File: src/rtl/reduce_channel_arbiter_pkg.sv
// Shared definitions for the reduce-channel arbiter: default sizes, tag
// format and small index helpers used by the arbiter and the top level.
package reduce_channel_arbiter_pkg;

    localparam int DEF_WIDTH   = 16;
    localparam int DEF_LATENCY = 1;
    localparam int TAG_W       = 3;
    localparam int MAX_REQ     = 8;

    // One tag-pipeline stage: owner of the operation at this depth.
    typedef struct packed {
        logic             vld;
        logic [TAG_W-1:0] id;
    } tag_t;

    // Next round-robin position after idx, wrapping explicitly at n-1 so
    // the pointer never holds a value >= n (n need not be a power of two).
    function automatic logic [TAG_W-1:0] wrap_inc(input logic [TAG_W-1:0] idx,
                                                  input int               n);
        logic [TAG_W-1:0] nxt;
        if (int'(idx) >= (n - 1)) begin
            nxt = {TAG_W{1'b0}};
        end else begin
            nxt = idx + {{(TAG_W-1){1'b0}}, 1'b1};
        end
        return nxt;
    endfunction

    // True when the tag is live and belongs to requester i (one-hot decode bit).
    function automatic logic idx_hit(input tag_t t, input int i);
        return t.vld && (t.id == TAG_W'(i));
    endfunction

endpackage

File: src/rtl/reduce_channel_arbiter_rr.sv
// Round-robin arbiter: grants the first requester at or above the pointer,
// wrapping to the low indices, and moves the pointer past each winner.
module rr_arbiter
    import reduce_channel_arbiter_pkg::*;
#(
    parameter int NUM_REQ = 4
) (
    input  logic               clk,
    input  logic               rst,
    input  logic [NUM_REQ-1:0] req,
    input  logic               advance,
    output logic [NUM_REQ-1:0] grant,
    output logic [TAG_W-1:0]   grant_idx
);

    logic [TAG_W-1:0]   ptr_q;
    logic [TAG_W-1:0]   ptr_d;
    logic [NUM_REQ-1:0] grant_s;
    logic [TAG_W-1:0]   idx_s;
    logic               found_s;

    // Two-pass priority search: indices >= ptr first, then the wrapped ones below ptr.
    always_comb begin
        grant_s = {NUM_REQ{1'b0}};
        idx_s   = {TAG_W{1'b0}};
        found_s = 1'b0;
        for (int i = 0; i < NUM_REQ; i++) begin
            if (!found_s && req[i] && (i >= int'(ptr_q))) begin
                found_s    = 1'b1;
                grant_s[i] = 1'b1;
                idx_s      = TAG_W'(i);
            end else begin
                found_s = found_s;
            end
        end
        for (int i = 0; i < NUM_REQ; i++) begin
            if (!found_s && req[i] && (i < int'(ptr_q))) begin
                found_s    = 1'b1;
                grant_s[i] = 1'b1;
                idx_s      = TAG_W'(i);
            end else begin
                found_s = found_s;
            end
        end
    end

    // Pointer moves just past the winner on a transfer, otherwise holds.
    always_comb begin
        if (advance) begin
            ptr_d = wrap_inc(idx_s, NUM_REQ);
        end else begin
            ptr_d = ptr_q;
        end
    end

    // Pointer register.
    always_ff @(posedge clk or posedge rst) begin
        if (rst) begin
            ptr_q <= {TAG_W{1'b0}};
        end else begin
            ptr_q <= ptr_d;
        end
    end

    assign grant     = grant_s;
    assign grant_idx = idx_s;

endmodule

File: src/rtl/reduce_channel_arbiter.sv
// Shares one pipelined reduce channel among NUM_REQ requesters. A round-robin
// arbiter feeds the channel, a tag pipeline remembers who owns each in-flight
// operation, and the result is returned to that owner as a one-hot response.
module reduce_channel_arbiter
    import reduce_channel_arbiter_pkg::*;
#(
    parameter int NUM_REQ = 4,
    parameter int WIDTH   = DEF_WIDTH,
    parameter int LATENCY = DEF_LATENCY
) (
    input  logic                     clk,
    input  logic                     rst,
    input  logic                     issue_en,
    input  logic [NUM_REQ-1:0]       req_valid,
    input  logic [NUM_REQ*WIDTH-1:0] req_data,
    output logic [NUM_REQ-1:0]       req_ready,
    output logic                     ch_in_valid,
    output logic [WIDTH-1:0]         ch_in_data,
    input  logic [WIDTH-1:0]         ch_result,
    output logic [NUM_REQ-1:0]       resp_valid,
    output logic [WIDTH-1:0]         resp_data,
    output logic [2:0]               in_flight
);

    logic [NUM_REQ-1:0] cand_s;
    logic [NUM_REQ-1:0] grant_s;
    logic [TAG_W-1:0]   grant_idx_s;
    logic               issue_s;
    logic [WIDTH-1:0]   ch_in_data_s;

    tag_t               tag_q [LATENCY];
    tag_t               tag_d [LATENCY];
    tag_t               last_s;

    logic [NUM_REQ-1:0] resp_valid_q;
    logic [NUM_REQ-1:0] resp_valid_d;
    logic [WIDTH-1:0]   resp_data_q;
    logic [WIDTH-1:0]   resp_data_d;
    logic [2:0]         in_flight_q;
    logic [2:0]         in_flight_d;

    // Pausing masks every request before arbitration, so grants stop at once.
    assign cand_s = req_valid & {NUM_REQ{issue_en}};

    rr_arbiter #(
        .NUM_REQ (NUM_REQ)
    ) u_arb (
        .clk       (clk),
        .rst       (rst),
        .req       (cand_s),
        .advance   (issue_s),
        .grant     (grant_s),
        .grant_idx (grant_idx_s)
    );

    assign issue_s = |grant_s;

    // AND-OR mux of the granted requester's data; zero when nobody is granted.
    always_comb begin
        ch_in_data_s = {WIDTH{1'b0}};
        for (int i = 0; i < NUM_REQ; i++) begin
            ch_in_data_s = ch_in_data_s | (req_data[i*WIDTH +: WIDTH] & {WIDTH{grant_s[i]}});
        end
    end

    // Tag pipeline next state: new owner enters stage 0, older tags shift down.
    always_comb begin
        for (int k = 0; k < LATENCY; k++) begin
            tag_d[k] = '0;
        end
        tag_d[0].vld = issue_s;
        tag_d[0].id  = grant_idx_s;
        for (int k = 1; k < LATENCY; k++) begin
            tag_d[k] = tag_q[k-1];
        end
    end

    assign last_s = tag_q[LATENCY-1];

    // Response next state: the last tag lines up with ch_result this cycle.
    always_comb begin
        resp_valid_d = {NUM_REQ{1'b0}};
        for (int i = 0; i < NUM_REQ; i++) begin
            resp_valid_d[i] = idx_hit(last_s, i);
        end
        if (last_s.vld) begin
            resp_data_d = ch_result;
        end else begin
            resp_data_d = {WIDTH{1'b0}};
        end
    end

    // Occupancy: +1 for an issue, -1 for the response leaving; both net to zero.
    always_comb begin
        in_flight_d = in_flight_q + {2'b00, issue_s} - {2'b00, (|resp_valid_q)};
    end

    // Tag pipeline, response and occupancy registers; reset drops every in-flight tag.
    always_ff @(posedge clk or posedge rst) begin
        if (rst) begin
            for (int k = 0; k < LATENCY; k++) begin
                tag_q[k] <= '0;
            end
            resp_valid_q <= {NUM_REQ{1'b0}};
            resp_data_q  <= {WIDTH{1'b0}};
            in_flight_q  <= 3'd0;
        end else begin
            for (int k = 0; k < LATENCY; k++) begin
                tag_q[k] <= tag_d[k];
            end
            resp_valid_q <= resp_valid_d;
            resp_data_q  <= resp_data_d;
            in_flight_q  <= in_flight_d;
        end
    end

    assign req_ready   = grant_s;
    assign ch_in_valid = issue_s;
    assign ch_in_data  = ch_in_data_s;
    assign resp_valid  = resp_valid_q;
    assign resp_data   = resp_data_q;
    assign in_flight   = in_flight_q;

endmodule
File: config.mk
export PLATFORM = sky130hd
export DESIGN_NAME = reduce_channel_arbiter
export DESIGN_NICKNAME = d
export VERILOG_FILES = /design/src/rtl/reduce_channel_arbiter_pkg.sv /design/src/rtl/reduce_channel_arbiter_rr.sv /design/src/rtl/reduce_channel_arbiter.sv
export SDC_FILE = /design/constraint.sdc
export NUM_CORES = 1
export LEC_CHECK = 0
export CORE_UTILIZATION = 32
export CTS_CLUSTER_DIAMETER = 120
export DETAILED_ROUTE_END_ITERATION = 10
export PLACE_DENSITY = 0.8
export SLEW_MARGIN = 20
export SYNTH_ARGS = -nofsm -noshare
export SYNTH_HDL_FRONTEND = slang
export SYNTH_SLANG_ARGS = --single-unit
File: constraint.sdc
create_clock -name clk -period 2.85 [get_ports clk]
set_input_delay 0.4275 -clock clk [delete_from_list [all_inputs] [get_ports clk]]
set_output_delay 0.4275 -clock clk [all_outputs]
set_load 0.01 [all_outputs]
### Word-level counts from Yosys, hierarchy flattened

Cells that the tools add are included.

* register bits: 30
* latch bits: 0
* memory bits (writable): 0
* ROM bits: 0
* input port bits: 87
* output and inout bits: 44
* logic and storage cells: 81
* memories kept: 0

* $add $sub $neg: 3
* $mul: 0
* div/mod/pow operators: 0
* magnitude comparators: 9
* equal/unequal tests: 3
* shift operators: 0
* multiplexer cells: 23
* bitwise gates (word level): 8
* reduce and logical (&&, ||, !) cells: 29

Operators with widths (number)
* $and A16 B16 Y16: 4
* $or A16 B16 Y16: 3
* $logic_and A1 B1 Y1: 19
* $mux W16: 1
* $mux W1: 15
* $mux W2: 6
* $reduce_or A4 Y1: 2
* $logic_not A1 Y1: 7
* $eq A3 B2 Y1 const B: 2
* $ge A1 B3 Y1 const A: 2
* $ge A2 B3 Y1 const A: 2
* $lt A1 B3 Y1 const A: 2
* $lt A2 B3 Y1 const A: 2
* $and A4 B4 Y4: 1
* $add A2 B1 Y3 const B: 1
* $add A3 B1 Y3: 1
* $eq A3 B1 Y1 const B: 1
* $logic_not A3 Y1: 1
* $mux W3: 1
* $sub A3 B1 Y3: 1
* $ge A2 B2 Y1 const B: 1

### Depth between registers and ports, before layout

Gate-level depths: netlist of run 1.

* depth after elaboration: 34
* depth in mapped cells: 9
* mapped depth without buffers: 8

### By module

Synthesis of run 1 repeated with hierarchy kept, for this count alone.

* cells, all modules: 160
* area total of the unflattened synthesis: 1569.0 um2

By module, submodules not included
* reduce_channel_arbiter: instances 1, cells each 121, area an instance 1296.2 um2, seq. area each 675.6 um2
* rr_arbiter: instances 1, cells each 39, area an instance 272.8 um2, seq. area each 50.0 um2

### Worst setup path before layout of run 1

No wires, ideal clock.

* path kind: register -> register
* from: reg u_arb.ptr_q[1]
* to: reg in_flight_q[2], in the netlist in_flight[2]
* library setup time: 123 ps
* arrival time: 2185 ps
* required time: 2727 ps
* path slack: 543 ps
* stages on the path, launching flop included: 10
* buffers on the path: 2
* clock period less this slack: 2307 ps
* cell sequence: dfrtp_1 -> buf_6 -> o211a_1 -> buf_6 -> a2111oi_2 -> inv_1 -> ha_1 -> fa_1 -> xnor2_1 -> xnor2_1

* longest elaborated chain between the ends: 34
* elaborated cells on any way between the ends: 47
* classes of those cells: add/sub (2); order compare (8); mux (14); reduce/logical (23)

RTL lines
* start, declared: RTL line reduce_channel_arbiter_rr.sv:16 `logic [TAG_W-1:0] ptr_q;`
* start signal, assigned: RTL line reduce_channel_arbiter_rr.sv:59 `ptr_q <= {TAG_W{1'b0}};`
* start signal, assigned: RTL line reduce_channel_arbiter_rr.sv:61 `ptr_q <= ptr_d;`
* $ge A1 B3 Y1: RTL line reduce_channel_arbiter_rr.sv:28 `if (!found_s && req[i] && (i >= int'(ptr_q))) begin`
* $logic_and A1 B1 Y1: RTL line reduce_channel_arbiter_rr.sv:28
* $mux W1: RTL line reduce_channel_arbiter_rr.sv:28
* $logic_not A1 Y1: RTL line reduce_channel_arbiter_rr.sv:28
* $logic_and A1 B1 Y1 (2 in a row): RTL line reduce_channel_arbiter_rr.sv:28
* $mux W1: RTL line reduce_channel_arbiter_rr.sv:28
* $logic_not A1 Y1: RTL line reduce_channel_arbiter_rr.sv:28
* $logic_and A1 B1 Y1 (2 in a row): RTL line reduce_channel_arbiter_rr.sv:28
* [... 17 more ...]
* $logic_not A1 Y1: RTL line reduce_channel_arbiter_rr.sv:37 `if (!found_s && req[i] && (i < int'(ptr_q))) begin`
* $logic_and A1 B1 Y1 (2 in a row): RTL line reduce_channel_arbiter_rr.sv:37
* $mux W1: RTL line reduce_channel_arbiter_rr.sv:37
* $reduce_or A4 Y1 (*): RTL line reduce_channel_arbiter.sv:56 `assign issue_s = |grant_s;`
* via ch_in_valid: RTL line reduce_channel_arbiter.sv:17 `output logic ch_in_valid,`
* $add A3 B1 Y3 (*): RTL line reduce_channel_arbiter.sv:95 `in_flight_d = in_flight_q + {2'b00, issue_s} - {2'b00, (|resp_valid_q)};`
* $sub A3 B1 Y3 (*): RTL line reduce_channel_arbiter.sv:95
* via in_flight_d[2]: RTL line reduce_channel_arbiter.sv:40 `logic [2:0] in_flight_d;`
* end signal, assigned: RTL line reduce_channel_arbiter.sv:113 `in_flight_q <= in_flight_d;`
* end, declared: RTL line reduce_channel_arbiter.sv:39 `logic [2:0] in_flight_q;`

The timed path passes the listed nets; every way through them passes the cells marked *.
A chain may end at the register's enable or synchronous reset.

### Final worst setup path of run 1

* from: in req_valid[1]
* to: out req_ready[2]

* longest elaborated chain between the ends: 24
* elaborated cells on any way between the ends: 25
* classes of those cells: mux (7); bitwise (1); reduce/logical (17)

RTL lines
* start, declared: RTL line reduce_channel_arbiter.sv:14 `input logic [NUM_REQ-1:0] req_valid,`
* $and A4 B4 Y4 (*): RTL line reduce_channel_arbiter.sv:43 `assign cand_s = req_valid & {NUM_REQ{issue_en}};`
* $logic_and A1 B1 Y1 (2 in a row): RTL line reduce_channel_arbiter_rr.sv:28
* $mux W1: RTL line reduce_channel_arbiter_rr.sv:28
* $logic_not A1 Y1: RTL line reduce_channel_arbiter_rr.sv:28
* $logic_and A1 B1 Y1 (2 in a row): RTL line reduce_channel_arbiter_rr.sv:28
* $mux W1: RTL line reduce_channel_arbiter_rr.sv:28
* $logic_not A1 Y1: RTL line reduce_channel_arbiter_rr.sv:28
* $logic_and A1 B1 Y1 (2 in a row): RTL line reduce_channel_arbiter_rr.sv:28
* [... 2 more ...]
* $logic_and A1 B1 Y1 (2 in a row): RTL line reduce_channel_arbiter_rr.sv:37
* $mux W1: RTL line reduce_channel_arbiter_rr.sv:37
* $logic_not A1 Y1: RTL line reduce_channel_arbiter_rr.sv:37
* $logic_and A1 B1 Y1 (2 in a row): RTL line reduce_channel_arbiter_rr.sv:37
* $mux W1: RTL line reduce_channel_arbiter_rr.sv:37
* $logic_not A1 Y1: RTL line reduce_channel_arbiter_rr.sv:37
* $logic_and A1 B1 Y1 (2 in a row): RTL line reduce_channel_arbiter_rr.sv:37
* $mux W1 (*): RTL line reduce_channel_arbiter_rr.sv:37
* end, declared: RTL line reduce_channel_arbiter.sv:16 `output logic [NUM_REQ-1:0] req_ready,`

Mark *: on every way between the ends. The rest lies on a longest branch, timed or not.

==> results of run 1 <==
[worst min path at each step]
stage / from / endpoint / slack (ns) / cells after the start
after floorplan: last_s[1] / resp_valid[1] / 0.43 / 1
after global placement: last_s[1] / resp_valid[1] / 0.45 / 1
after detailed placement: last_s[1] / resp_valid[1] / 0.46 / 1
after CTS: last_s[1] / resp_valid[1] / 0.47 / 1
after global routing: last_s[1] / resp_valid[1] / 0.49 / 1
final: last_s[1] / resp_valid[1] / 0.47 / 1
[synth_stat cells (2+ instances only)]
library cell,instances,area (um^2)
buf_2,4,20.0
and2_1,17,106
ha_1,3,37.5
nand2_1,35,131
buf_6,3,33.8
inv_1,7,26.3
or2_1,2,12.5
dfrtp_1,28,701
nor2_1,2,7.51
xnor2_1,2,17.5
nand3_1,16,80.1
a32oi_1,16,140
clkbuf_1,4,15.0
[where the power goes]
| group | leakage [uW] | internal [uW] | switching (uW) |
|---|---|---|---|
| logic | 0.000989 | 605 | 454 |
| clock network | 0.0000216 | 94.6 | 105 |
| registers | 0.000362 | 515 | 98.4 |
[kinds of logic (layout without fill, tap and decap cells)]
family          Yosys count  after routing  synth area share
xor+xnor                  2              2            0.0111
mux                       2              2            0.0166
flops                    28             28             0.443
buf+inv                  19            153            0.0649
compound gates           27             27             0.159
simple gates             81             81             0.268
fa+ha+maj                 4              4            0.0364
[cells in the final DEF, fill, tap and decap left out, types with 2 or more instances in the layout]
cell	count
buf_4	10
buf_12	3
xnor2_1	2
nor2_1	2
or2_1	2
nand3_1	16
a32oi_1	16
clkdlybuf4s50_1	111
dlygate4sd2_1	19
dfrtp_1	28
clkbuf_8	3
and2_1	16
inv_1	6
ha_1	3
nand2_1	35
[sequential cells by signal, summed over array words and instances (netlist names)]
signal       flops
resp_data       16
in_flight        3
last_s           3
resp_valid       4
u_arb.ptr_q      2
[per-stage QoR]
step                      instance area [um^2]  hold slack (ns)  std cells  total power, uW
after detailed placement                  3030            0.457        361             1730
final                                     3070            0.466        364             1870
after CTS                                 3070            0.469        364             1890
after floorplan                           1580            0.429        163             1130
after global placement                    3030            0.449        361             1700
after global routing                      3070            0.488        364             2010
[critical path: cells and delay by family]
| kind | cells | cell delay (ns) |
|---|---|---|
| buffers and inverters | 3 | 1.18 |
| AND/OR/NAND/NOR | 1 | 0.41 |
| AO/OA/AOI/OAI | 1 | 0.32 |
[per-layer routing]
metal  wire [um]  part of all wire
met1        1860              0.39
met2        2450              0.51
met3         342             0.072
met4         110             0.023
met5           0                 0
[what timing repair did]
| action | 4_1_cts | 5_1_grt |
|---|---|---|
| setup endpoints to repair | 17 | 2 |
| hold buffers | 0 | 0 |
| gates resized for setup | 21 | 2 |
| pin swaps | 1 | 0 |
[final cells by class]
cell class / instances / area [um^2] / share of cell area
well taps: 67 / 83.8 / 0.0273
multi-input cells: 116 / 808 / 0.263
flip-flops and latches: 28 / 701 / 0.228
inverters: 7 / 26.3 / 0.00855
clock buffers: 3 / 41.3 / 0.0134
repair buffers: 143 / 1410 / 0.460
==> flow_metrics.py, run 1 <==
metrics = {
    "clock_tree": {
        "clk_latency_ns": 0.27,
        "cts.sinks": 28,
        "cts-root-buf": "clkbuf_8",
        "cts_buffer_depth": 2,
        "numCtsBuffers": 3,
        "htree_levels": 1,
        "cts_tree": "done",
        "clkTransAtPathRegs_ns": 0.08,
        "postCtsSetupRepairBufs": 0,
    },
    "job": {
        "maxCapViolCount": 0,
    },
    "layout": {
        "fin_nets": 390,
        "utilization": 0.651,
        "num-fill-cells": 386,
        "layout-drive-gt1-share": 0.0909,
        "syn2layout_area_growth_pct": 94.5,
        "diodes": 0,
    },
    "global_routing": {
        "grt_busiest_layer": "met2",
        "grtUsageMet2": 0.335,
        "overflow": 0,
        "met1_usage": 0.218,
        "grt_start_max_net_pins": 29,
        "grt_first_pass_wirelength_um": 7690,
        "grt_pass1_vias": 1730,
        "antenna_found_initial": 0,
        "use_met3": 0.0347,
        "gr-usage-all-layers": 0.187,
    },
    "die": {
        "core_area_mm2": 0.00472,
        "io_pins": 131,
        "fp.dieW_um": 72.3,
        "initial_utilization": 0.335,
        "dieArea_mm2": 0.00522,
        "fp-row-count": 25,
        "die_y_um": 72.3,
    },
    "worst_setup_path": {
        "cp-end-kind": "primary output",
        "cp-start-kind": "primary input",
        "startpoint": "req_valid[1]",
        "crit_chain": "clkdlybuf4s50_1 > or3_4 > a221oi_4 > buf_12 > clkdlybuf4s50_1",
        "crit_top_cell": "clkdlybuf4s50_1",
        "r2r_cells": 9,
        "rrSetupSlack_ns": 0.31,
        "cp_max_fo": 17,
        "crit_type": "in -> out",
        "crit_arrival_ns": 2.34,
        "r2r-end": "in_flight[2]",
        "critPathSlowestCell": "clkdlybuf4s50_1",
        "required_ns": 2.42,
        "max_stage_delay_ns": 0.54,
        "r2r_start": "u_arb.ptr_q[1]",
        "crit_path_end": "req_ready[2]",
    },
    "sta": {
        "tightest_slew_ns": 0.544,
        "setup_viol": 0,
        "fin_crit_ns": 2.77,
        "finalSetupTns_ns": 0,
        "report.final.slew_viol_count": 0,
        "hold_viol_final": 0,
        "skew_ns": 0.00230,
        "fmax_ghz": 0.361,
        "rsz0062_at_grt": "no",
        "layout_setup_ws_ns": 0.0804,
        "maxSlewHeadroom": 0.637,
        "fin_crit_sh": 0.972,
    },
    "placement": {
        "gp_congestion": 0.837,
        "portBuffers": 130,
        "place_ws_ns": -0.194,
        "dp_hpwl_um": 3830,
    },
    "logic_synthesis": {
        "synth_ff_type": "dfrtp_1",
        "synthArstFlopShare": 1.00,
        "ys_types": 37,
        "ys_seq_elements": 28,
        "synth_area_per_cell_um2": 9.69,
        "netlist_area_mm2": 0.00158,
        "syn_nets": 254,
        "synth-seq-area-share": 0.443,
        "synth_edf_count": 0,
        "synth_warnings": 0,
        "synth_cells": 163,
    },
    "route": {
        "drt_iter0_markers": 45,
        "drc_errors": 0,
        "routed_wl_um": 4760,
        "ant_nets": 0,
        "dr_total_vias": 1741,
        "wire_per_inst_um": 13.1,
        "vias_per_cell": 4.78,
        "first_pass_iters": 4,
    },
    "worst_hold_path": {
        "min_path_type": "reg -> reg",
    },
    "pwr": {
        "pwr_density_cell_mw_per_mm2": 609,
        "ir_drop_mv": 0.257,
        "p_leak_uw": 0.00137,
    },
    "run_status": {
        "status": "complete, no violations",
    },
}
(Power assumes the default switching activity.)
==> run 2, diff against run 1 <==
--- a/config.mk
+++ b/config.mk
@@ -5,10 +5,11 @@
 export SDC_FILE = /design/constraint.sdc
 export NUM_CORES = 1
 export LEC_CHECK = 0
+export CORE_ASPECT_RATIO = 2
 export CORE_UTILIZATION = 32
 export CTS_CLUSTER_DIAMETER = 120
 export DETAILED_ROUTE_END_ITERATION = 10
-export PLACE_DENSITY = 0.8
+export PLACE_DENSITY_LB_ADDON = 0.3
 export SLEW_MARGIN = 20
 export SYNTH_ARGS = -nofsm -noshare
 export SYNTH_HDL_FRONTEND = slang
==> flow_metrics.py, run 2 (synthesis results as in run 1) <==
metrics = {
    "global_routing": {
        "gr-usage-all-layers": 0.215,
        "grt_busiest_layer": "met2",
        "met1_usage": 0.196,
        "grtUsageMet2": 0.451,
        "grt_pass1_vias": 1839,
        "antenna_found_initial": 0,
        "use_met3": 0.0450,
        "overflow": 0,
        "grt_first_pass_wirelength_um": 8280,
        "grt_start_max_net_pins": 29,
    },
    "sta": {
        "skew_ns": 0.00351,
        "fin_crit_sh": 0.986,
        "hold_viol_final": 0,
        "tightest_slew_ns": 0.940,
        "fmax_ghz": 0.356,
        "maxSlewHeadroom": 0.370,
        "report.final.slew_viol_count": 0,
        "fin_crit_ns": 2.81,
        "setup_viol": 0,
        "finalSetupTns_ns": 0,
        "fin_hold_ws_ns": 0.488,
    },
    "route": {
        "wire_per_inst_um": 15.2,
        "first_pass_iters": 3,
        "routed_wl_um": 5520,
        "drt_iter0_markers": 25,
        "drc_errors": 0,
        "vias_per_cell": 4.96,
        "ant_nets": 0,
        "dr_total_vias": 1801,
    },
    "worst_setup_path": {
        "critPathSlowestCell": "clkdlybuf4s50_1",
        "crit_type": "in -> out",
        "cp_max_fo": 14,
        "cp-end-kind": "primary output",
        "max_stage_delay_ns": 0.47,
        "required_ns": 2.42,
        "cp-start-kind": "primary input",
        "crit_arrival_ns": 2.38,
        "crit_chain": "clkdlybuf4s50_1 > or3_4 > a221oi_4 > buf_4 > buf_12 > nand2_1 > nand3_1 > dlygate4sd2_1",
    },
    "clock_tree": {
        "clk_latency_ns": 0.27,
        "numCtsBuffers": 3,
        "htree_levels": 1,
        "holdBufCountCts": 0,
        "cts-root-buf": "clkbuf_8",
        "cts_buffer_depth": 2,
        "cts.sinks": 28,
        "cts_tree": "done",
        "clkTransAtPathRegs_ns": 0.08,
    },
    "placement": {
        "gp_congestion": 0.778,
        "dp_hpwl_um": 4670,
        "portBuffers": 130,
    },
    "die": {
        "fp-row-count": 35,
        "die_y_um": 101,
        "fp.dieW_um": 51.7,
        "io_pins": 131,
        "initial_utilization": 0.337,
        "core_area_mm2": 0.00469,
        "dieArea_mm2": 0.00524,
    },
    "layout": {
        "fin_nets": 400,
        "largest_register_ffs": 16,
        "final_common_cell": "clkdlybuf4s50_1",
        "diodes": 0,
        "syn2layout_area_growth_pct": 100,
        "num-fill-cells": 380,
        "layout_common_cells": "clkdlybuf4s50_1, nand2_1, dfrtp_1, buf_4",
        "layout-drive-gt1-share": 0.133,
    },
    "pwr": {
        "p_leak_uw": 0.00146,
        "sequentialPowerShare": 0.313,
        "ir_drop_mv": 0.367,
        "switching_share": 0.351,
        "pwr-share-clk": 0.118,
        "pwr_density_cell_mw_per_mm2": 622,
        "p_int_uw": 1280,
        "pwr-share-comb": 0.570,
        "p_switching_uw": 692,
    },
    "job": {
        "maxCapViolCount": 0,
    },
    "worst_hold_path": {
        "min_path_type": "reg -> reg",
    },
    "run_status": {
        "status": "complete, no violations",
    },
}
run 2: critical path: cells and delay by family:
| kind | cells | cell delay [ns] |
|---|---|---|
| AOI/OAI and AO/OA | 1 | 0.37 |
| and+or+nand+nor | 3 | 0.53 |
| buffers and inverters | 4 | 1.05 |
run 2: stage by stage:
stage	cells	util	instance area, um^2	worst slack, ns	power (uW)
4_1_cts	359	0.661	3100	-0.114	1960
6_report	363	0.676	3170	0.0397	1970
3_5_place_dp	355	0.651	3050	-0.192	1760
2_1_floorplan	163	-	1580	0.543	1130
5_1_grt	363	0.676	3170	-0.00853	2120
3_3_place_gp	355	0.651	3050	-0.153	1720
run 2: what timing repair did:
action	in CTS	in global routing
endpoints found under the setup margin	19	6
pin swaps	0	2
gates resized for setup	18	19
buffers inserted	0	4
run 2: area by class of cell:
class / instances / area, um^2 / share of cell area
multi-input combinational: 116 / 828 / 0.262
tap: 55 / 68.8 / 0.0217
inverter: 7 / 26.3 / 0.00830
timing repair buffer: 153 / 1490 / 0.470
sequential: 28 / 701 / 0.221
clock buffer: 4 / 55.1 / 0.0174
run 2: metal layers:
| metal | part of all wire | wire length, um | vias up |
|---|---|---|---|
| li1 | - | - | 865 |
| met1 | 0.34 | 1900 | 813 |
| met2 | 0.57 | 3140 | 119 |
| met3 | 0.080 | 442 | 4 |
| met4 | 0.0069 | 38 | 0 |
| met5 | 0 | 0 | - |
run 2: power by group through the flow:
stage	Combinational (uW)	Sequential, uW	Clock (uW)
detailed placement	1140	623	0
global placement	1110	614	0
CTS	1100	614	242
floorplan	510	619	0
finish	1120	616	232
global route	1230	635	259
run 2: worst paths after layout:
check | from | end | slack, ns | depth (start not counted)
max reg2reg | u_arb.ptr_q[1] | u_arb.ptr_q[1] | 0.39 | 8
min in group asynchronous | rst | in_flight[1] | 0.56 | 2
min reg2reg | last_s[1] | resp_valid[1] | 0.49 | 1
max in group asynchronous | rst | resp_data[5] | 1.85 | 2
max | req_valid[1] | ch_in_data[4] | 0.04 | 8
min | last_s[1] | resp_valid[1] | 0.49 | 1
